[src/rtl/o_buft_ds_bank.sv]
// Multi-channel controller for differential tri-state output pads: per-channel
// enable FSM with guard cycles, programmable data delay and a shared sticky fault.
module o_buft_ds_bank #(
  parameter int CHANNELS     = 4,
  parameter int GUARD_CYCLES = 2,
  parameter int DELAY        = 0
) (
  input  logic                clk,
  input  logic                rst_n,
  input  logic [CHANNELS-1:0] en,
  input  logic [CHANNELS-1:0] a,
  input  logic                fault_clr,
  output logic [CHANNELS-1:0] o_oe,
  output logic [CHANNELS-1:0] o_p,
  output logic [CHANNELS-1:0] o_n,
  output logic [CHANNELS-1:0] busy,
  output logic                fault
);

  typedef enum logic [1:0] {
    OFF      = 2'd0,
    TURN_ON  = 2'd1,
    ON       = 2'd2,
    TURN_OFF = 2'd3
  } state_t;

  localparam logic [3:0] GUARD_M1 = (GUARD_CYCLES == 0) ? 4'd0 : 4'(GUARD_CYCLES - 1);

  logic [CHANNELS-1:0] data_d;
  logic [CHANNELS-1:0] viol;

  // Free-running delay pipe; the output register adds the final stage of latency.
  if (DELAY == 0) begin : g_nodly
    assign data_d = a;
  end else begin : g_dly
    logic [CHANNELS-1:0] dly [DELAY];

    always_ff @(posedge clk or negedge rst_n) begin
      if (!rst_n) begin
        for (int i = 0; i < DELAY; i++) dly[i] <= '0;
      end else begin
        dly[0] <= a;
        for (int i = 1; i < DELAY; i++) dly[i] <= dly[i-1];
      end
    end

    assign data_d = dly[DELAY-1];
  end

  for (genvar ch = 0; ch < CHANNELS; ch++) begin : g_ch
    state_t     state_q, state_d;
    logic [3:0] cnt_q, cnt_d;
    logic       oe_q, p_q, n_q;

    always_comb begin
      state_d = state_q;
      cnt_d   = cnt_q;
      unique case (state_q)
        OFF: begin
          if (en[ch]) begin
            if (GUARD_CYCLES == 0) begin
              state_d = ON;
            end else begin
              state_d = TURN_ON;
              cnt_d   = GUARD_M1;
            end
          end
        end
        TURN_ON: begin
          if (!en[ch]) begin
            state_d = TURN_OFF;
            cnt_d   = GUARD_M1;
          end else if (cnt_q == 4'd0) begin
            state_d = ON;
          end else begin
            cnt_d = cnt_q - 4'd1;
          end
        end
        ON: begin
          if (!en[ch]) begin
            if (GUARD_CYCLES == 0) begin
              state_d = OFF;
            end else begin
              state_d = TURN_OFF;
              cnt_d   = GUARD_M1;
            end
          end
        end
        TURN_OFF: begin
          // Turnaround always runs to completion so the bus sees a full idle gap.
          if (cnt_q == 4'd0) state_d = OFF;
          else               cnt_d   = cnt_q - 4'd1;
        end
        default: state_d = OFF;
      endcase
    end

    // Pad outputs are registered from the next state so they line up with state_q.
    always_ff @(posedge clk or negedge rst_n) begin
      if (!rst_n) begin
        state_q <= OFF;
        cnt_q   <= 4'd0;
        oe_q    <= 1'b0;
        p_q     <= 1'b0;
        n_q     <= 1'b0;
      end else begin
        state_q <= state_d;
        cnt_q   <= cnt_d;
        oe_q    <= (state_d != OFF);
        p_q     <= (state_d == ON) && data_d[ch];
        n_q     <= (state_d == ON) ? ~data_d[ch] : (state_d != OFF);
      end
    end

    assign o_oe[ch] = oe_q;
    assign o_p[ch]  = p_q;
    assign o_n[ch]  = n_q;
    assign busy[ch] = (state_q == TURN_ON) || (state_q == TURN_OFF);
    assign viol[ch] = (state_q == TURN_OFF) && en[ch];
  end

  // A new violation outranks a clear arriving in the same cycle.
  always_ff @(posedge clk or negedge rst_n) begin
    if (!rst_n)         fault <= 1'b0;
    else if (|viol)     fault <= 1'b1;
    else if (fault_clr) fault <= 1'b0;
  end

endmodule

[config.mk]
export PLATFORM = sky130hd
export DESIGN_NAME = o_buft_ds_bank
export DESIGN_NICKNAME = d
export VERILOG_FILES = /design/src/rtl/o_buft_ds_bank.sv
export SDC_FILE = /design/constraint.sdc
export NUM_CORES = 1
export LEC_CHECK = 0
export CORE_MARGIN = 4
export CORE_UTILIZATION = 59
export DETAILED_ROUTE_END_ITERATION = 10
export HOLD_SLACK_MARGIN = 0.02
export PLACE_DENSITY = 0.87
export SETUP_SLACK_MARGIN = 0.1
export SLEW_MARGIN = 20
export SYNTH_ARGS = -nofsm -noshare
export SYNTH_HDL_FRONTEND = slang
export SYNTH_SLANG_ARGS = --single-unit
[constraint.sdc]
create_clock -name clk -period 3.9 [get_ports clk]
set_input_delay 1.17 -clock clk [delete_from_list [all_inputs] [get_ports clk]]
set_output_delay 1.17 -clock clk [all_outputs]
set_load 0.005 [all_outputs]
==> results.tsv <==
stage	metric	value	unit
synthesis	Post-synth ARST share	100	%
die	Initial Util	62.7	%
drt	Final ANT Viol Nets	0	
clock_network	clock-pin slew on the worst setup and hold paths	0.11	ns
clock_network	total CTS buffers	5	
synthesis	Yosys top cell by area	dfrtp_1	
drt	Via-to-Cell Ratio	5.64	
clock_network	total setup buffers inserted after CTS	0	
synthesis	most frequent cell after synthesis	dfrtp_1	
synthesis	EDFF count, synth	0	
sta	Slew @ Worst Pin	0.800	ns
sta	crit share post-route	72.9	%
grt	vias in the first global route	1579	
cells_and_area	final net count	273	
critical_path	Crit path arrival time	1.67	ns
clock_network	clock sink total	37	
place	RD Place Congestion	0.874	
drt	vias post-DR	1721	
die	I/O pin total	28	
place	number of port buffers	27	
run_status	status	finished clean	
synthesis	synthesized instance count	253	
sta	endpoints failing hold	0	
cells_and_area	footprint of the multi-input gates	982	um^2
synthesis	synth warn	0	
critical_path	data required time of the critical path	2.73	ns
synthesis	Mapped Avg Cell Area	8.47	um^2
cells_and_area	Post-Layout Inst Area	2340	um^2
cells_and_area	Ant. Diodes	0	
critical_path	Worst path slowest cell	dfrtp_1	
clock_network	clk_lat worst skew	0.34	ns
die	Die X	68.3	um
place	Cells after DPL	297	
grt	total gr overflow	0	
power	Max VDD drop	410	uV
grt	initial antenna violation count	0	
power	Power Density	761	nW/um^2
grt	largest net degree at the start of global routing	38	
sta	Slew Limit Fails	0	
sta	Finish-stage setup viols	0	
worst_hold_path	worst min-delay path class	flip-flop to flip-flop	
synthesis	Primary FF master, synth	dfrtp_1	
synthesis	Area contributors post-synth	dfrtp_1 (43%), o21ai_0 (5.8%), nand2_1 (4.9%), buf_4 (4.6%), a21oi_1 (4.4%)	
critical_path	Worst Setup Start Kind	flip-flop	
die	die height	68.3	um
sta	Peak Freq	352	MHz
die	Die Area	4660	um^2
drt	drt pass-1 iters	4	
critical_path	CP Class	flip-flop to output port	
clock_network	TritonCTS clock tree	done	
critical_path	CP Capture Type	output port	
grt	first-pass GRT wire length	6.64	mm
critical_path	Critical Path Fanout Max	21	
place	hpwl dp	2.83	mm
drt	routed len/inst	13.1	um
cells_and_area	Fillers	284	
cells_and_area	Post-Layout Cell Count	305	
drt	Iter 0 DRT Violations	162	
place	post-place instance area	2290	um^2
drt	Residual DRC	0	
cells_and_area	Layout area overhead	9.35	%
synthesis	Netlist Area Pre-Place	2140	um^2
cells_and_area	fin util	68.6	%
sta	post-route setup TNS	0	ns
synthesis	Post-synth top cells	dfrtp_1 (37), nand2_1 (28), o21ai_0 (25)	
synthesis	area fraction of the dominant cell type after synthesis	43.2	%
synthesis	post-synthesis sequential area ratio	43.2	%
critical_path	WP buf/inv	1	
die	CORE AREA	3420	um^2
synthesis	Yosys cell types	47	
synthesis	Syn Nets	268	
cells_and_area	share of post-route cells with drive strength above 1	4.63	%
run	max_cap viols	0	
sta	Clock Skew	0.0106	ns
sta	unrepaired setup endpoints after global routing	no	
critical_path	critical path's top delay family	flip-flops	
grt	total track usage	18.9	%
critical_path	CP Cell Sequence	clkdlybuf4s50_1	
sta	relative slew slack	46.7	%
drt	final WL	3.99	mm
die	# rows	21	
power	Pleak	1.02	nW
clock_network	CTS resizes	0	
sta	Period minus WS final	2.84	ns
synthesis	#FFs+latches synth	37	
clock_network	# hold bufs at CTS	0	
clock_network	H-tree depth	2	
clock_network	clk root buf	clkbuf_4	
clock_network	CTS Buffer Depth	2	
critical_path	CP max stage delay	0.73	ns
cells_and_area	FF+latch area	926	um^2
cells by family after synthesis:
kind of cell    Yosys count  synth area share (%)
compound gates           66                  18.2
simple gates             97                  23.5
mux                       1                 0.526
xor+xnor                  3                  1.23
buf+inv                  45                  10.9
flops                    37                  43.2
fa+ha+maj                 4                  2.34
worst reg2reg max path, delay by kind of cell, from the launching register on:
family | cells | cell delay (ns)
adder cells (fa/ha/maj) | 1 | 0.25
buffers and inverters | 1 | 0.08
flip-flops | 1 | 0.42
AND/OR/NAND/NOR | 4 | 1.00
sequential cells by signal, summed over array words and instances (netlist names):
signal        count
g_ch.n_q          4
fault             1
g_ch.cnt_q       16
g_ch.state_q      8
g_ch.p_q          4
g_ch.oe_q         4
power by group:
part / internal, W / total [W] / switching (W) / leakage [nW]
registers: 0.000537 / 0.000729 / 0.000192 / 0.428
logic: 0.000432 / 0.000862 / 0.000430 / 0.556
clock network: 0.0000687 / 0.000191 / 0.000122 / 0.0320
total: 0.00104 / 0.00178 / 0.000744 / 1.02
per-layer routing:
layer | vias up | routed length, um | global-route usage [%]
met5 | - | 0 | 0
met1 | 817 | 1870 | 23.9
li1 | 873 | - | -
met2 | 27 | 1920 | 31.6
met4 | 0 | 36 | 6.45
met3 | 4 | 159 | 4.43
layout by cell type, fill, tap and decap left out, types with 3 or more instances in the layout:
cell,count
ha_1,4
o21ai_0,25
a21o_1,3
clkdlybuf4s50_1,26
nor2_1,18
clkbuf_4,5
nor2b_1,8
and3_1,3
dfrtp_1,37
nand2b_1,5
a21oi_1,19
inv_1,16
or3_1,5
o22ai_1,3
nand4_1,4
nand3_1,9
nor3b_1,3
nor3_1,4
nand2_1,28
through the flow:
| stage | setup WS, ns | power, W | hold slack [ns] |
|---|---|---|---|
| floorplan | 1.84 | 0.00139 | 0.490 |
| global placement | 1.35 | 0.00156 | 0.504 |
| detailed placement | 1.30 | 0.00159 | 0.506 |
| CTS | 1.05 | 0.00179 | 0.532 |
| global route | 0.978 | 0.00196 | 0.574 |
| finish | 1.06 | 0.00178 | 0.530 |
layout make-up:
class | instances | share of cell area, %
repair buffers | 27 | 11.3
clock inverters | 2 | 0.427
well taps | 46 | 2.46
multi-input cells | 171 | 41.9
flip-flops and latches | 37 | 39.5
inverters | 16 | 2.56
clock buffers | 6 | 1.76
worst paths after layout:
kind,slack [ns],endpoint,start,depth (start not counted)
worst min-delay path,0.53,fault$_DFFE_PN0P_,fault$_DFFE_PN0P_,2
worst min register to register,0.53,fault$_DFFE_PN0P_,fault$_DFFE_PN0P_,2
min in group asynchronous,0.91,g_ch[0].cnt_q[2]$_DFFE_PN0P_,rst_n,1
max in group asynchronous,2.48,g_ch[1].n_q$_DFF_PN0_,rst_n,1
worst max register to register,2.10,g_ch[0].cnt_q[3]$_DFFE_PN0P_,g_ch[0].cnt_q[0]$_DFFE_PN0P_,6
worst max-delay path,1.06,busy[1],g_ch[1].state_q[0]$_DFF_PN0_,1
Power figures use the tool's default switching activity.
